$ cat config.mk
export PLATFORM = sky130hd
export DESIGN_NAME = seq_detect_param
export DESIGN_NICKNAME = d
export VERILOG_FILES = /design/src/rtl/seq_detect_param.sv
export SDC_FILE = /design/constraint.sdc
export NUM_CORES = 1
export LEC_CHECK = 0
export ABC_AREA = 1
export CAP_MARGIN = 40
export CELL_PAD_IN_SITES_DETAIL_PLACEMENT = 1
export CELL_PAD_IN_SITES_GLOBAL_PLACEMENT = 2
export CORE_ASPECT_RATIO = 0.7
export CORE_MARGIN = 4
export CORE_UTILIZATION = 30
export CTS_CLUSTER_DIAMETER = 150
export CTS_CLUSTER_SIZE = 20
export DETAILED_ROUTE_END_ITERATION = 10
export PLACE_DENSITY = 0.8
export SETUP_SLACK_MARGIN = 0.3
export SLEW_MARGIN = 20
export SYNTH_ARGS = -nofsm -noshare
export SYNTH_HDL_FRONTEND = slang
export SYNTH_SLANG_ARGS = --single-unit
$ cat constraint.sdc
create_clock -name clk -period 2 [get_ports clk]
set_clock_uncertainty 0.1 [all_clocks]
set_input_delay 0.4 -clock clk [delete_from_list [all_inputs] [get_ports clk]]
set_output_delay 0.4 -clock clk [all_outputs]
set_load 0.01 [all_outputs]
$ cat src/rtl/seq_detect_param.sv
`default_nettype none
`timescale 1ns/1ps
// ============================================================================
//  Module   : seq_detect_param
//  Purpose  : Serial bit-sequence detector with a runtime-loadable pattern,
//             overlap/non-overlap mode and a saturating match counter.
//  Revision : 1.0 - initial release
// ============================================================================
module seq_detect_param #(
   parameter int unsigned          PAT_LEN  = 4,
   parameter logic [PAT_LEN-1:0]   PAT_INIT = 4'b1011,
   parameter int unsigned          CNT_W    = 8
) (
   input  logic               clk,
   input  logic               reset,
   input  logic               din_valid,
   input  logic               datain,
   input  logic               overlap,
   input  logic               pat_load,
   input  logic [PAT_LEN-1:0] pat_in,
   input  logic               cnt_clr,
   output logic               yes,
   output logic [CNT_W-1:0]   match_cnt,
   output logic               armed
);

   localparam int unsigned           FILL_W    = $clog2(PAT_LEN + 1);
   localparam logic [FILL_W-1:0]     c_FULL    = FILL_W'(PAT_LEN);
   localparam logic [CNT_W-1:0]      c_CNT_MAX = {CNT_W{1'b1}};

   typedef enum logic [0:0] {
      ST_FILL  = 1'b0,
      ST_ARMED = 1'b1
   } state_t;

   logic [PAT_LEN-1:0] pattern_q, pattern_d;
   logic [PAT_LEN-1:0] hist_q,    hist_d;
   logic [FILL_W-1:0]  fill_q,    fill_d;
   logic [CNT_W-1:0]   cnt_q,     cnt_d;
   logic               yes_q,     yes_d;
   state_t             state_q,   state_d;

   logic [PAT_LEN-1:0] w_hist_shift;
   logic [FILL_W-1:0]  w_fill_inc;
   logic               w_hit;

   // A pattern load owns the edge: the bit arriving with it is discarded.
   always_comb begin
      w_hist_shift = {hist_q[PAT_LEN-2:0], datain};
      w_fill_inc   = (fill_q == c_FULL) ? c_FULL : fill_q + FILL_W'(1);
      w_hit        = din_valid && !pat_load &&
                     (w_fill_inc == c_FULL) && (w_hist_shift == pattern_q);
   end

   always_comb begin
      pattern_d = pattern_q;
      hist_d    = hist_q;
      fill_d    = fill_q;
      yes_d     = 1'b0;
      cnt_d     = cnt_q;

      if (pat_load) begin
         pattern_d = pat_in;
         hist_d    = '0;
         fill_d    = '0;
      end else if (din_valid) begin
         hist_d = w_hist_shift;
         yes_d  = w_hit;
         // Non-overlap mode demands PAT_LEN fresh bits before the next hit.
         fill_d = (w_hit && !overlap) ? '0 : w_fill_inc;
      end

      if (cnt_clr) begin
         cnt_d = '0;
      end else if (w_hit && (cnt_q != c_CNT_MAX)) begin
         cnt_d = cnt_q + CNT_W'(1);
      end

      state_d = (fill_d == c_FULL) ? ST_ARMED : ST_FILL;
   end

   always_ff @(posedge clk or negedge reset) begin
      if (!reset) begin
         pattern_q <= PAT_INIT;
         hist_q    <= '0;
         fill_q    <= '0;
         cnt_q     <= '0;
         yes_q     <= 1'b0;
         state_q   <= ST_FILL;
      end else begin
         pattern_q <= pattern_d;
         hist_q    <= hist_d;
         fill_q    <= fill_d;
         cnt_q     <= cnt_d;
         yes_q     <= yes_d;
         state_q   <= state_d;
      end
   end

   assign yes       = yes_q;
   assign match_cnt = cnt_q;
   assign armed     = (state_q == ST_ARMED);

endmodule
`default_nettype wire

==> summary.md, run 1 <==
| Metric | Value |
|---|---|
| Req. time, crit path | 1500 ps |
| Die width | between 80 and 90 µm |
| Sum Neg Setup Slack | 0 ps |
| Number of distinct library cells after synthesis | 26 |
| Synth top area share | 36.88% |
| First-pass GRT wire length | around 5100 µm |
| Period minus WS final | between 1500 and 2000 ps |
| Sequential share of the synthesized area | a little over two fifths |
| Synth-to-Final Area Change | 40.89% |
| Remaining antenna violation count after routing | 0 |
| Leak Pwr | between 0.8 and 0.9 nW |
| CORE AREA | 0.003603 mm² |
| Port buffer count | 20 |
| Fin Hold WS | approximately 370 ps |
| Rows | 18 |
| Slowest CP cell | clkdlybuf4s50_1 |
| Synth Warn # | 0 |
| Worst path max stage delay | between 500 and 600 ps |
| Longest Clk Path Bufs | 2 |
| CTS H-tree lvls | 1 |
| Aggregate global-route resource usage | between 10 and 15% |
| Top Ports | 21 |
| Upper clock frequency limit | just over 600 MHz |
| Asr flop ratio synth | between 90% and 100% |
| Hold buffers post-CTS | 0 |
| Post-Layout Cell Count | approximately 230 |
| Root Driver | clkbuf_8 |
| Slack of the critical path | around 370 ps |
| Max-cap violations | 0 |
| Detailed placement HPWL | approximately 2300 µm |
| EDFF count, synth | 0 |
| Synth top cells by count | nand2_1, inv_1, dfrtp_1 |
| Mean Syn Cell Area | roughly 8.1 µm² |
| Largest fanout on the critical path | 1 |
| Status | finished clean |
| Final setup vio count | 0 |
| Worst Setup Path Type | flip-flop to output pin |
| Fin nets | between 150 and 200 |
| Post-layout util | 45.10% |
| Clk sink count | 20 |
| Register area | between 500 and 600 µm² |
| # DRC | 0 |
| Wire length per cell | 13.42 µm |
| Flop and latch count out of synthesis | 20 |
| Detailed router's first-iteration violation count | 24 |
| Vias in the first global route | approximately 1100 |
| Area taken by multi-input logic gates | 603.1 µm² |
| Met1 WL | 1483 µm |
| Top_reg_cell synth | dfrtp_1 |
| Initial Utilization | about 32% |
| Worst Tran Pin Value | approximately 300 ps |
| Worst slew margin | 79.89% |
| CTS tree | done |
| Routed WL | 3047 µm |
| Yosys top cell by area | dfrtp_1 |
| DR WL met3 | roughly 97 µm |
| Via count | between 1000 and 1500 |
| Clk Latency, worst-skew pair | 270 ps |
| Final Cycle Share | ~80% |
| Worst VDD drop | ~0.54 mV |
| Slew Viols, Final | 0 |
| Synth area leaders | dfrtp_1, nand2_1, inv_1 |
| Total CTS buffers | 3 |
| Largest net degree at the start of global routing | 21 |
| FILL cells | 450 |
| Clock Pin Slew Worst Setup and Hold Paths | 90 ps |
| DR WL met2 | 1436 µm |
| Post-synthesis net count | roughly 160 |
| Global route total overflow | 0 |
| Share of post-route cells with drive strength above 1 | 25.99% |
| PwrDens | around 600 mW/mm² |
| Top Layer Used | met4 |
| Placed Instances | 215 |
| Crit path buf inv count | 1 |
| Crit path cell chain | clkdlybuf4s50_1 |
| Crit end category | output pin |
| Startpoint types | flip-flop |
| GP Congestion | around 0.75 |
| DR vias/cell | about 4.6 |
| Synthesized cell area | around 0.0012 mm² |
| Die Ht | between 50 and 60 µm |
| Final hold viol count | 0 |
| Cell family with most CP delay | buffers and inverters |
| Pre-antenna DRT Iters | 3 |
| DP Worst Slack | 71.76 ps |
| Initial antenna violation count | 0 |
| Cells after Synth | 143 |
| Full die area | ~0.005 mm² |
| RSZ-0062 raised after global routing | yes |
| Tightest Hold Check Type | input port to async pin |
| Most common cell in the synthesized netlist | nand2_1 |
| Data arrival, critical path | around 1100 ps |
| ANT cells | 0 |
## final timing paths
check / start / endpoint / slack (ps) / cells past startpoint
min in group clk: pattern_q[3]$_DFFE_PN1P_ / pattern_q[3]$_DFFE_PN1P_ / 410 / 2
hold / removal: reset / match_cnt[4]$_DFFE_PN0P_ / 370 / 2
setup reg to reg: match_cnt[1]$_DFFE_PN0P_ / match_cnt[2]$_DFFE_PN0P_ / 380 / 8
max in group asynchronous: reset / pattern_q[0]$_DFFE_PN1P_ / 1160 / 2
setup / recovery: yes$_DFF_PN0_ / yes / 370 / 1
hold reg to reg: pattern_q[3]$_DFFE_PN1P_ / pattern_q[3]$_DFFE_PN1P_ / 410 / 2
## flip-flops by register name, indices dropped and copies added (netlist names)
register / count
fill_q: 3
yes: 1
match_cnt: 8
hist_q: 3
pattern_q: 4
armed: 1
## cells by family (layout without fill, tap and decap cells)
group / Yosys count / after routing / share of synthesized area, %
AND/OR/NAND/NOR: 80 / 81 / 35.25
buffers and inverters: 25 / 58 / 8.785
flip-flops: 20 / 20 / 43.71
AO/OA/AOI/OAI: 10 / 10 / 4.989
XOR/XNOR: 4 / 4 / 3.037
adder cells (fa/ha/maj): 3 / 3 / 3.254
multiplexers: 1 / 1 / 0.9761
## worst reg2reg max path: cells and delay by family (launching register included)
kind	cells	cell delay, ps
flip-flops	1	430
adder cells (fa/ha/maj)	1	180
AND/OR/NAND/NOR	7	800
## power by group
part / internal [mW] / total [mW] / switching [mW]
logic: 0.0627 / 0.141 / 0.0782
clock network: 0.267 / 0.412 / 0.144
registers: 0.425 / 0.438 / 0.0130
total: 0.755 / 0.990 / 0.235
## through the flow
step           power [mW]  area, µm²
2_1_floorplan      0.5146       1154
3_5_place_dp       0.5716       1431
6_report           0.9901       1625
5_1_grt             1.040       1625
3_3_place_gp       0.5654       1431
4_1_cts            0.9845       1546
## layout by cell type, fill, tap and decap left out, types with 2 or more instances in the layout
cell type and instances:
nand3_2 2, nand2_2 6, dfrtp_1 14, dfstp_2 3, o21ai_0 3, dlymetal6s2s_1 6, nor2_4 3, clkbuf_8 3
nand3_1 9, nand2_1 38, inv_1 19, nand3_4 2, nor3_1 3, xor2_1 2, clkdlybuf4s50_1 11, ha_4 2
o22ai_1 3, xnor2_1 2, inv_2 3, dlygate4sd2_1 3, buf_4 11, dfrtp_2 3, nor2_1 13, a21oi_1 3
## area by class of cell
type / instances / share of cell area, %
well taps: 50 / 3.849
inverters: 23 / 5.312
clock buffers: 3 / 2.540
flip-flops and latches: 20 / 31.25
clock inverters: 1 / 1.848
repair buffers: 31 / 18.09
multi-input cells: 99 / 37.11
## routing by layer
metal	vias up	GRT usage (%)
li1	515	-
met3	4	3.916
met1	503	17.89
met5	-	0
met4	0	4.028
met2	12	22.78
## timing repair
action                                  CTS  global route
gates resized for setup                   5            20
gates cloned                              0             1
endpoints found under the setup margin   10            15
pin swaps                                 1             6
setup buffers                             6             1
(Power assumes the default switching activity.)
==> run 2, diff against run 1 <==
==> constraint.sdc (replaced) <==
create_clock -name clk -period 1.6 [get_ports clk]
set_clock_uncertainty 0.1 [all_clocks]
set_input_delay 0.32 -clock clk [delete_from_list [all_inputs] [get_ports clk]]
set_output_delay 0.32 -clock clk [all_outputs]
set_load 0.01 [all_outputs]
==> run 2 against run 1 <==
  * Flip-flop and latch count unchanged
  * The run now ends with setup timing left
  * Core utilization increased by 4.6 points
  * Cell area increased by 10%
  * Final cell count increased by 6.2%
==> summary.md, run 2 (synthesis results as in run 1) <==
| Metric | Value |
|---|---|
| PwrDens | between 600 and 700 mW/mm² |
| Data arrival, critical path | about 1700 ps |
| Upper clock frequency limit | around 600 MHz |
| Crit end category | flip-flop |
| Max reg flops | 8 |
| Clk sink count | 20 |
| Met2 usage | 25.32% |
| Initial antenna violation count | 0 |
| Fin nets | about 200 |
| Die Ht | 59.88 µm |
| Cell family with most CP delay | simple AND/OR/NAND/NOR gates |
| Pre-antenna DRT Iters | 3 |
| Detailed router's first-iteration violation count | 29 |
| Worst Tran Pin Value | 405.8 ps |
| Die width | a little over 80 µm |
| R2R setup slack | -40 ps |
| Period minus WS final | 1643 ps |
| Synth-to-Final Area Change | 55.21% |
| Post-Layout Cell Count | ~240 |
| Initial Utilization | 32.01% |
| Vias in the first global route | about 1200 |
| Fin Hold WS | 297.0 ps |
| Area taken by multi-input logic gates | roughly 710 µm² |
| Hold buffers post-CTS | 0 |
| Worst slew margin | 72.78% |
| Crit path buf inv count | 1 |
| Share of post-route cells with drive strength above 1 | 47.12% |
| Worst VDD drop | about 0.46 mV |
| CTS H-tree lvls | 1 |
| Worst path max stage delay | between 400 and 500 ps |
| Met3 usage | between 4 and 5% |
| Full die area | 0.004917 mm² |
| Largest fanout on the critical path | 7 |
| Largest net degree at the start of global routing | 21 |
| Clock Pin Slew Worst Setup and Hold Paths | ~70 ps |
| FILL cells | 421 |
| Global route total overflow | 0 |
| Final Cycle Share | 102.7% |
| Clk Latency, worst-skew pair | ~260 ps |
| Total CTS buffers | 3 |
| Levels on crit path | 9 |
| Detailed placement HPWL | about 2300 µm |
| Busiest grt layer | met2 |
| Most frequent cells in the layout | nand2_1, buf_4, inv_1 |
| Violated checks | setup timing |
| CORE AREA | roughly 0.0036 mm² |
| Final hold viol count | 0 |
| Slew Viols, Final | 0 |
| Remaining antenna violation count after routing | 0 |
| Slowest CP cell | dfrtp_1 |
| Wire length per cell | between 10 and 15 µm |
| Startpoint types | flip-flop |
| Req. time, crit path | roughly 1700 ps |
| Root Driver | clkbuf_8 |
| Tightest Hold Check Type | input port to async pin |
| GP Congestion | slightly below 0.8 |
| Longest Clk Path Bufs | 2 |
| Routed WL | 3527 µm |
| Final setup vio count | 8 |
| Slack of the critical path | -42.74 ps |
| RSZ-0062 raised after global routing | yes |
| Crit Reg-Reg Startpoint | fill_q[1]$_DFF_PN0_ |
| Commonest non-fill, non-tap cell in the layout | nand2_1 |
| Status | finished, violations left |
| Port buffer count | 20 |
| Tot Pwr | 1.189 mW |
| Max-cap violations | 0 |
| Global Route met1 Usage | around a fifth |
| Top Ports | 21 |
| DR vias/cell | 4.643 |
| R2R depth | 9 |
| Leak Pwr | 0.8891 nW |
| Rows | 18 |
| Placed Instances | between 200 and 250 |
| Via count | 1119 |
| ANT cells | 0 |
| Aggregate global-route resource usage | ~16% |
| FF-to-FF End | match_cnt[7]$_DFFE_PN0P_ |
| Crit path cell chain | ha_2 > inv_2 > nand2_2 > nand3_4 > nor2_4 > nand3_4 > nand2_8 > nand2_1 > nand2_1 |
| CTS tree | done |
| Register area | around 510 µm² |
| # DRC | 0 |
| First-pass GRT wire length | ~5700 µm |
| Worst Setup Path Type | flip-flop to flip-flop |
-- run 2: changes by cell type in the layout (fill, tap and decap cells not counted), moves of 3 or more --
cell	previous run	this run
nand2_2	6	9
nand2_1	38	28
inv_1	19	16
a21oi_2	0	3
dlymetal6s2s_1	6	0
buf_4	11	22
buf_6	0	6
buf_2	0	4
a21oi_1	3	0
clkbuf_2	0	3
inv_2	3	6
nand2_4	1	7
-- run 2: report_power, final --
part / total (mW) / internal [mW] / leakage, nW / switching, mW
clock: 0.391 / 0.219 / 0.0288 / 0.171
sequential: 0.546 / 0.531 / 0.256 / 0.0155
combinational: 0.252 / 0.122 / 0.605 / 0.130
total: 1.19 / 0.872 / 0.889 / 0.317
-- run 2: layout make-up --
type                    count  share of cell area [%]
inverters                  23                   4.822
repair buffers             45                   20.48
flip-flops and latches     20                   28.51
well taps                  50                   3.494
clock buffers               4                   3.075
multi-input cells          99                   39.62
-- run 2: timing repair --
| item | in CTS | in global routing |
|---|---|---|
| cloned | 1 | 0 |
| pin swaps | 6 | 12 |
| endpoints found under the setup margin | 27 | 22 |
| setup buffers | 14 | 4 |
| resized for setup | 49 | 31 |
-- run 2: per-stage QoR --
stage          setup WS [ps]  area [µm²]  util [%]  TNS, ps
6_report              -42.74        1790     49.69   -256.8
5_1_grt               -123.8        1790     49.69    -1033
4_1_cts                8.154        1682     46.67        0
3_5_place_dp          -237.9        1498     41.56    -2287
2_1_floorplan          205.1        1197         -        0
3_3_place_gp          -209.4        1498     41.56    -1937
-- run 2: worst max-delay path by stage --
stage	endpoint	startpoint
2_1_floorplan	match_cnt[0]$_DFFE_PN0P_	fill_q[0]$_DFF_PN0_
3_3_place_gp	match_cnt[0]$_DFFE_PN0P_	pat_load
3_5_place_dp	match_cnt[4]$_DFFE_PN0P_	pat_load
4_1_cts	match_cnt[4]$_DFFE_PN0P_	fill_q[0]$_DFF_PN0_
5_1_grt	match_cnt[6]$_DFFE_PN0P_	fill_q[1]$_DFF_PN0_
6_report	match_cnt[7]$_DFFE_PN0P_	fill_q[1]$_DFF_PN0_
-- run 2: routing by layer --
layer,up-vias,share of wire [%]
met5,-,0
met4,0,1.2
met3,4,3.6
met2,18,49
met1,551,46
li1,546,-
